## config.mk

```make
export PLATFORM = sky130hd
export DESIGN_NAME = tri_bus_arbiter
export DESIGN_NICKNAME = d
export VERILOG_FILES = /design/src/rtl/tri_bus_arbiter.sv
export SDC_FILE = /design/constraint.sdc
export NUM_CORES = 1
export LEC_CHECK = 0
export BUFFER_PORTS_ARGS = -buffer_cell sky130_fd_sc_hd__buf_4
export CAP_MARGIN = 10
export CELL_PAD_IN_SITES_DETAIL_PLACEMENT = 1
export CELL_PAD_IN_SITES_GLOBAL_PLACEMENT = 1
export CORE_MARGIN = 2
export CORE_UTILIZATION = 37
export CTS_CLUSTER_SIZE = 24
export DETAILED_ROUTE_END_ITERATION = 6
export PLACE_DENSITY_LB_ADDON = 0.1
export SYNTH_ARGS = -nofsm -noshare
export SYNTH_HDL_FRONTEND = slang
export SYNTH_SLANG_ARGS = --single-unit
```

## constraint.sdc

```tcl
create_clock -name CLOCK -period 2.5 [get_ports CLOCK]
set_input_delay 0.375 -clock CLOCK [delete_from_list [all_inputs] [get_ports CLOCK]]
set_output_delay 0.375 -clock CLOCK [all_outputs]
set_load 0.01 [all_outputs]
```

## src/rtl/tri_bus_arbiter.sv

```systemverilog
// tri_bus_arbiter
// Shares one tri-state bus among N tri-state buffer registers. Each requester
// asks to copy its register onto a destination register. The arbiter grants
// the bus round-robin. Each transfer runs in four phases: drive, settle,
// load, turnaround. At most one ENABLE bit is ever high, and the bus always
// sits idle for one cycle between two different drivers.
//
// Ports
//   CLOCK      rising-edge clock
//   CLEAR      synchronous active-high reset
//   REQ        REQ[i]=1: register i wants to drive the bus
//   DST        DST[i*IDXW +: IDXW] is the destination index for requester i
//   ENABLE     one-hot/zero, drives register i onto the bus
//   LOAD       one-hot/zero, captures the bus into register j
//   ACK        one-cycle pulse to the requester whose transfer completes
//   BUSY       high whenever the arbiter is not idle
//   GRANT_IDX  index of the current or most recent grant
module tri_bus_arbiter #(
    parameter int N      = 4,
    parameter int IDXW   = 2,
    parameter int SETTLE = 1
) (
    input  logic              CLOCK,
    input  logic              CLEAR,
    input  logic [N-1:0]      REQ,
    input  logic [N*IDXW-1:0] DST,
    output logic [N-1:0]      ENABLE,
    output logic [N-1:0]      LOAD,
    output logic [N-1:0]      ACK,
    output logic              BUSY,
    output logic [IDXW-1:0]   GRANT_IDX
);

    localparam int CW = (SETTLE > 1) ? $clog2(SETTLE) : 1;
    localparam int SW = IDXW + 1;
    localparam logic [CW-1:0]   CNT_LAST = CW'(SETTLE - 1);
    localparam logic [IDXW-1:0] LAST_IDX = IDXW'(N - 1);
    localparam logic [N-1:0]    ONE      = N'(1);

    typedef enum logic [1:0] {IDLE, DRIVE, XFER, TURN} state_t;

    state_t            state, next_state;
    logic [CW-1:0]     cnt, next_cnt;
    logic [IDXW-1:0]   grant, next_grant;
    logic [IDXW-1:0]   dst, next_dst;
    logic [IDXW-1:0]   ptr, next_ptr;
    logic [N-1:0]      next_enable, next_load, next_ack;
    logic [N-1:0]      req_masked;
    logic [IDXW-1:0]   dst_arr [N];
    logic              found;
    logic [IDXW-1:0]   win;
    logic [SW-1:0]     sum;
    logic [IDXW-1:0]   idx;

    genvar gi;
    generate
        for (gi = 0; gi < N; gi++) begin : g_dst
            assign dst_arr[gi] = DST[gi*IDXW +: IDXW];
        end
    endgenerate

    // Round-robin search starting at the pointer. In TURN, the requester that
    // just finished is masked, so a REQ it still holds cannot win again at once.
    always_comb begin
        req_masked = REQ & ~((state == TURN) ? (ONE << grant) : '0);
        found = 1'b0;
        win   = '0;
        sum   = '0;
        idx   = '0;
        for (int k = 0; k < N; k++) begin
            sum = {1'b0, ptr} + SW'(k);
            if (sum >= SW'(N)) begin
                sum = sum - SW'(N);
            end
            idx = sum[IDXW-1:0];
            if (!found && req_masked[idx]) begin
                found = 1'b1;
                win   = idx;
            end
        end
    end

    // Next-state logic. Outputs are derived from the next state, so they can
    // be registered together with the state and match it cycle for cycle.
    always_comb begin
        next_state = state;
        next_cnt   = cnt;
        next_grant = grant;
        next_dst   = dst;
        next_ptr   = ptr;
        case (state)
            IDLE, TURN: begin
                if (found) begin
                    next_state = DRIVE;
                    next_grant = win;
                    next_dst   = dst_arr[win];
                    next_cnt   = '0;
                end else begin
                    next_state = IDLE;
                end
            end
            DRIVE: begin
                if (cnt == CNT_LAST) begin
                    next_state = XFER;
                end else begin
                    next_cnt = cnt + 1'b1;
                end
            end
            XFER: begin
                next_state = TURN;
                next_ptr   = (grant == LAST_IDX) ? '0 : grant + 1'b1;
            end
            default: next_state = IDLE;
        endcase

        next_enable = '0;
        next_load   = '0;
        next_ack    = '0;
        if (next_state == DRIVE || next_state == XFER) begin
            next_enable = ONE << next_grant;
        end
        if (next_state == XFER) begin
            next_ack = ONE << next_grant;
            // A destination index of N or more (possible when N is not a power of 2) loads nothing.
            if ({1'b0, next_dst} < SW'(N)) begin
                next_load = ONE << next_dst;
            end
        end
    end

    // State and output registers. CLEAR aborts any transfer, and the aborted transfer gets no ACK.
    always_ff @(posedge CLOCK) begin
        if (CLEAR) begin
            state  <= IDLE;
            cnt    <= '0;
            grant  <= '0;
            dst    <= '0;
            ptr    <= '0;
            ENABLE <= '0;
            LOAD   <= '0;
            ACK    <= '0;
            BUSY   <= 1'b0;
        end else begin
            state  <= next_state;
            cnt    <= next_cnt;
            grant  <= next_grant;
            dst    <= next_dst;
            ptr    <= next_ptr;
            ENABLE <= next_enable;
            LOAD   <= next_load;
            ACK    <= next_ack;
            BUSY   <= (next_state != IDLE);
        end
    end

    assign GRANT_IDX = grant;

endmodule
```

==> key figures, run 1 <==
Outcome
  – Outcome: complete, no violations

Pwr
  – Peak supply drop: 0.000720 V
  – Pwr Density: 1140 mW/mm2
  – Static leakage power: 0.617 nW

Worst setup path
  – Buffers & Inverters on Critical Path: 0
  – Crit path arrival time: 2630 ps
  – R2R depth: 7
  – Family with the most delay on the worst path: compound AO/OA/AOI/OAI gates
  – Crit. End Element: register
  – Crit path from: GRANT_IDX[0]
  – CP cell instances: ha_1 -> a21boi_1 -> o21ai_1 -> a211o_1 -> mux4_2 -> mux2i_4 -> nor4b_4
  – Worst Setup EP: LOAD[0]
  – Critical path depth: 7
  – Worst r2r src: GRANT_IDX[0]
  – R2r setup slk: 100 ps
  – Largest fanout on the critical path: 5
  – WP data required: 2730 ps
  – Setup CP Type: reg2reg
  – Worst R2R End: LOAD[0]
  – Crit-path max cell delay: 480 ps
  – Critical-path top delay cell: mux4_2
  – Crit start category: register

Timing
  – Hold Vio Cnt, Final: 0
  – Final setup viols: 0
  – Final period util: 96.0%
  – Slew @ Worst Pin: 547 ps
  – Rel. slew slack: 63.3%
  – Worst Skew: 3.02 ps
  – Fin. max-slew vios: 0
  – Total Neg Setup Slack: 0 ps
  – Minimum clock period: 2400 ps
  – F_max: 417 MHz

Logic synthesis
  – Synth top area cells: dfxtp_1 (42%), ha_1 (8.8%), nor2_1 (6.4%)
  – Synthesized cell area: 992 um2
  – Syn avg cell area: 9.54 um2
  – Yosys cell types: 32
  – Post-synthesis sequential area ratio: 42.4%
  – Syn. warnings: 0
  – Post-Syn Nets: 125
  – Cell accounting for the most synthesized area: dfxtp_1
  – Mapped Cells: 104
  – Number of synthesized register bits: 21
  – Area share of the largest cell type after synthesis: 42.4%

Drt
  – DRC: 0
  – DR vias: 854
  – Drt total wl: 2.45 mm
  – Via density: 5.05
  – DRT iter0 DRCs: 13
  – Routed len/inst: 14.5 um
  – Remaining antenna violation count: 0
  – TritonRoute pass-1 iters: 4

GRT
  – First-pass GRT wire length: 4.15 mm
  – Vias in the first global route: 881
  – Antenna violations before repair: 0
  – Pin count of the biggest net entering global routing: 13
  – Grt total ovfl: 0
  – Gr usage total: 16.5%

Layout
  – Final instance count without filler cells: 169
  – Final instance area: 0.00131 mm2
  – Footprint of the multi-input gates: 548 um2
  – Filler cells: 302
  – Syn-to-layout area delta: 32.0%
  – Commonest non-fill, non-tap cells in the layout: buf_4 (32), dfxtp_1 (19), nor2_1 (17)
  – Fin nets: 161
  – Layout cells sized above 1: 34.5%
  – N_diodes: 0
  – Commonest non-fill, non-tap cell in the layout: buf_4
  – Sequential Area: 423 um2

CTS
  – CTS Hold Bufs: 0
  – Clk_lat worst skew: 300 ps
  – H-tree Lvls: 1
  – Root Buffer Master: clkbuf_4
  – Clk sinks: 21
  – CTS tree: yes
  – Clk slew on worst S/H paths: 120 ps
  – CTS Buf Count: 3
  – Max Root-Sink Buffers: 2

Place
  – GPL Wtd Cong: 0.807
  – DP HPWL: 1.90 mm
  – Placed inst area: 0.00124 mm2
  – Dpl cells: 161
  – Number of port buffers: 28

Floorplan
  – Initial Util: 39.7%
  – Core ar.: 0.00250 mm2
  – Number of top-level pins: 29
  – Die Wd: 55.8 um
  – DIE AREA: 0.00311 mm2
  – Die Y: 55.8 um
  – Rows: 18

Run
  – Total of max-cap violations: 0

Min path
  – Hold WC Path Type: in2reg
metrics by stage:
stage | power [mW] | worst slack, ps | hold slack (ps) | util, %
detailed placement | 1.26 | 57.0 | 573 | 49.4
CTS | 1.42 | 16.9 | 324 | 50.6
global route | 1.61 | -38.1 | 329 | 52.4
finish | 1.49 | 101 | 332 | 52.4
global placement | 1.23 | 157 | 536 | 49.4
floorplan | 1.01 | 203 | 511 | -
worst register-to-register path: cells and delay by family, from the launching register on:
kind | cells | cell delay, ps
and+or+nand+nor | 1 | 220
DFF | 1 | 360
muxes | 2 | 700
AOI/OAI and AO/OA | 3 | 800
adders and majority gates | 1 | 250
report_power, final:
group / internal (mW) / switching, mW
Clock: 0.0596 / 0.103
Combinational: 0.395 / 0.432
Sequential: 0.438 / 0.0631
Total: 0.892 / 0.598
synth_stat cells (all sizes together):
| cell type | number |
|---|---|
| a211o | 1 |
| a211oi | 1 |
| a21bo | 3 |
| a21boi | 1 |
| a21o | 1 |
| a31oi | 1 |
| and2 | 1 |
| and3 | 1 |
| clkbuf | 1 |
| dfxtp | 21 |
| ha | 7 |
| inv | 9 |
| mux2 | 1 |
| mux2i | 5 |
| mux4 | 1 |
| nand2 | 8 |
| nand2b | 5 |
| nand3b | 1 |
| nor2 | 17 |
| nor2b | 1 |
| nor3 | 4 |
| nor3b | 2 |
| nor4b | 1 |
| o21a | 1 |
| o21ai | 3 |
| o221a | 1 |
| o221ai | 3 |
| o22ai | 1 |
| or2 | 1 |
how the worst min path moves through the flow:
stage | startpoint | end | slack, ps | cells past startpoint
2_1_floorplan | ptr[0] | ptr[0] | 510 | 2
3_5_place_dp | dst[0] | dst[0] | 570 | 2
6_report | CLEAR | state[1] | 330 | 2
3_3_place_gp | dst[0] | dst[0] | 540 | 2
5_1_grt | CLEAR | LOAD[0] | 330 | 2
4_1_cts | CLEAR | state[1] | 320 | 2
kinds of logic after synthesis:
logic type | after synthesis | synth area share [%]
AOI/OAI and AO/OA | 17 | 13.5
adders and majority gates | 7 | 8.83
buffers and inverters | 10 | 3.78
DFF | 21 | 42.4
muxes | 7 | 9.71
and+or+nand+nor | 42 | 21.8
routing by layer:
layer	GRT usage, %	share of wire [%]	vias up
met1	21.5	46	406
met3	3.72	5.2	4
met2	27.4	48	21
li1	-	-	423
met4	4.53	0.74	0
met5	0	0	-
cell type report:
cell class | instances | area share, %
tap | 30 | 2.87
inverter | 9 | 2.58
multi-input combinational | 73 | 41.8
sequential | 21 | 32.3
timing repair buffer | 32 | 18.3
clock buffer | 3 | 1.72
clock inverter | 1 | 0.382
sequential cells by signal (all words and copies together) (netlist names):
signal,flops
ACK,4
ENABLE,4
LOAD,4
GRANT_IDX,2
dst,2
ptr,2
state,2
BUSY,1
what timing repair did:
item / CTS / global route
endpoints found under the setup margin: 0 / 5
buffers inserted: 0 / 4
resized for setup: 0 / 5
Note: power is estimated with default switching activity, not from simulation.
==> run 2: changes to the inputs <==
Settings changed: CELL_PAD_IN_SITES_DETAIL_PLACEMENT 1 to 0.
==> run 2 against run 1 <==
Net effect: worst hold slack worse by 5.2 ps; first-iteration DRC count increased by 62%; critical path depth rose by 1; critical path type unchanged; maximum frequency increased by 2.6%; largest power group unchanged; flip-flop and latch count is the same.
==> key figures, run 2 (synthesis results as in run 1) <==
Worst setup path
  – Largest fanout on the critical path: 5
  – Crit path arrival time: 2570 ps
  – Setup CP Type: reg2reg
  – Crit start category: register
  – Crit. End Element: register
  – WP data required: 2730 ps

Drt
  – Routed len/inst: 13.0 um
  – Remaining antenna violation count: 0
  – Drt total wl: 2.17 mm
  – Via density: 4.94
  – DRT iter0 DRCs: 21
  – DR vias: 825
  – TritonRoute pass-1 iters: 4
  – DRC: 0

Floorplan
  – Die Y: 55.8 um
  – Number of top-level pins: 29
  – Die Wd: 55.8 um
  – Rows: 18
  – Initial Util: 39.7%
  – Core ar.: 0.00250 mm2
  – DIE AREA: 0.00311 mm2

Timing
  – Minimum clock period: 2340 ps
  – Total Neg Setup Slack: 0 ps
  – Rel. slew slack: 66.4%
  – Final period util: 93.5%
  – Fin. max-slew vios: 0
  – RSZ-0062 raised after global routing: no
  – Slew @ Worst Pin: 500 ps
  – Final setup viols: 0
  – F_max: 428 MHz
  – Worst Skew: 4.51 ps
  – Hold Vio Cnt, Final: 0

GRT
  – Antenna violations before repair: 0
  – Gr usage total: 15.1%
  – Grt total ovfl: 0
  – Pin count of the biggest net entering global routing: 13
  – First-pass GRT wire length: 3.77 mm
  – Vias in the first global route: 785

CTS
  – Max Root-Sink Buffers: 2
  – H-tree Lvls: 1
  – Clk sinks: 21
  – Root Buffer Master: clkbuf_4
  – CTS tree: yes
  – CTS Buf Count: 3
  – Clk slew on worst S/H paths: 120 ps
  – Clk_lat worst skew: 300 ps

Place
  – Number of port buffers: 28
  – GPL Wtd Cong: 0.807
  – DP HPWL: 1.66 mm
  – Placed inst area: 0.00124 mm2

Pwr
  – Pwr Density: 1100 mW/mm2
  – Peak supply drop: 0.000746 V
  – Static leakage power: 0.609 nW

Layout
  – Final instance area: 0.00129 mm2
  – Commonest non-fill, non-tap cell in the layout: buf_4
  – Layout cells sized above 1: 32.1%
  – Largest registers: ACK: 4 flops, ENABLE: 4 flops, LOAD: 4 flops
  – Fin nets: 159
  – Syn-to-layout area delta: 30.0%
  – Commonest non-fill, non-tap cells in the layout: buf_4 (30), dfxtp_1 (20), nor2_1 (17)
  – N_diodes: 0

Min path
  – Hold WC Path Type: in2reg

Outcome
  – Outcome: complete, no violations

Run
  – Total of max-cap violations: 0
[run 2: worst paths after layout]
check                             startpoint  endpoint  slack [ps]  depth (start not counted)
worst max-delay path            GRANT_IDX[1]   LOAD[0]         160                          8
worst min-delay path                   CLEAR   LOAD[0]         330                          2
worst max register to register  GRANT_IDX[1]   LOAD[0]         160                          8
worst min register to register        dst[0]    dst[0]         570                          2
[run 2: area by class of cell]
cell class / instances / area, um2
fillers: 245 / 1210
multi-input cells: 73 / 544
flip-flops and latches: 21 / 422
repair buffers: 30 / 225
well taps: 30 / 37.5
inverters: 9 / 33.8
clock buffers: 3 / 22.5
clock inverters: 1 / 5.00
[run 2: stage by stage]
stage | util (%) | std cells | setup WS (ps) | power (mW) | hold WS [ps]
after global placement | 49.4 | 161 | 157 | 1.23 | 536
after detailed placement | 49.4 | 161 | 80.2 | 1.24 | 546
after CTS | 50.6 | 165 | 44.1 | 1.40 | 326
after global routing | 51.6 | 167 | 46.1 | 1.55 | 320
final | 51.6 | 167 | 162 | 1.42 | 327
after floorplan | - | 104 | 203 | 1.01 | 511
[run 2: where the power goes]
group	internal, mW	switching, mW
clock	0.0597	0.105
sequential	0.436	0.0611
combinational	0.357	0.404
[run 2: routing by layer]
layer  track usage [%]  share of wire, %  vias to the layer above
met4              5.23               2.0                        0
met1              21.8                50                      374
met2              20.7                41                       24
met5                 0                 0                        -
met3              4.88               6.9                        6
li1                  -                 -                      421
[run 2: repair_timing]
item | CTS | global route
resized for setup | 0 | 3
setup endpoints to repair | 0 | 5
hold buffers | 0 | 0
buffers inserted | 0 | 2
[run 2: critical path: stages (launching register included)]
cell	delay, ps
dfxtp_1	410
inv_1	80
ha_1	210
a21bo_2	230
nor3b_1	180
a211o_1	190
mux4_2	540
mux2i_4	210
nor4b_4	210
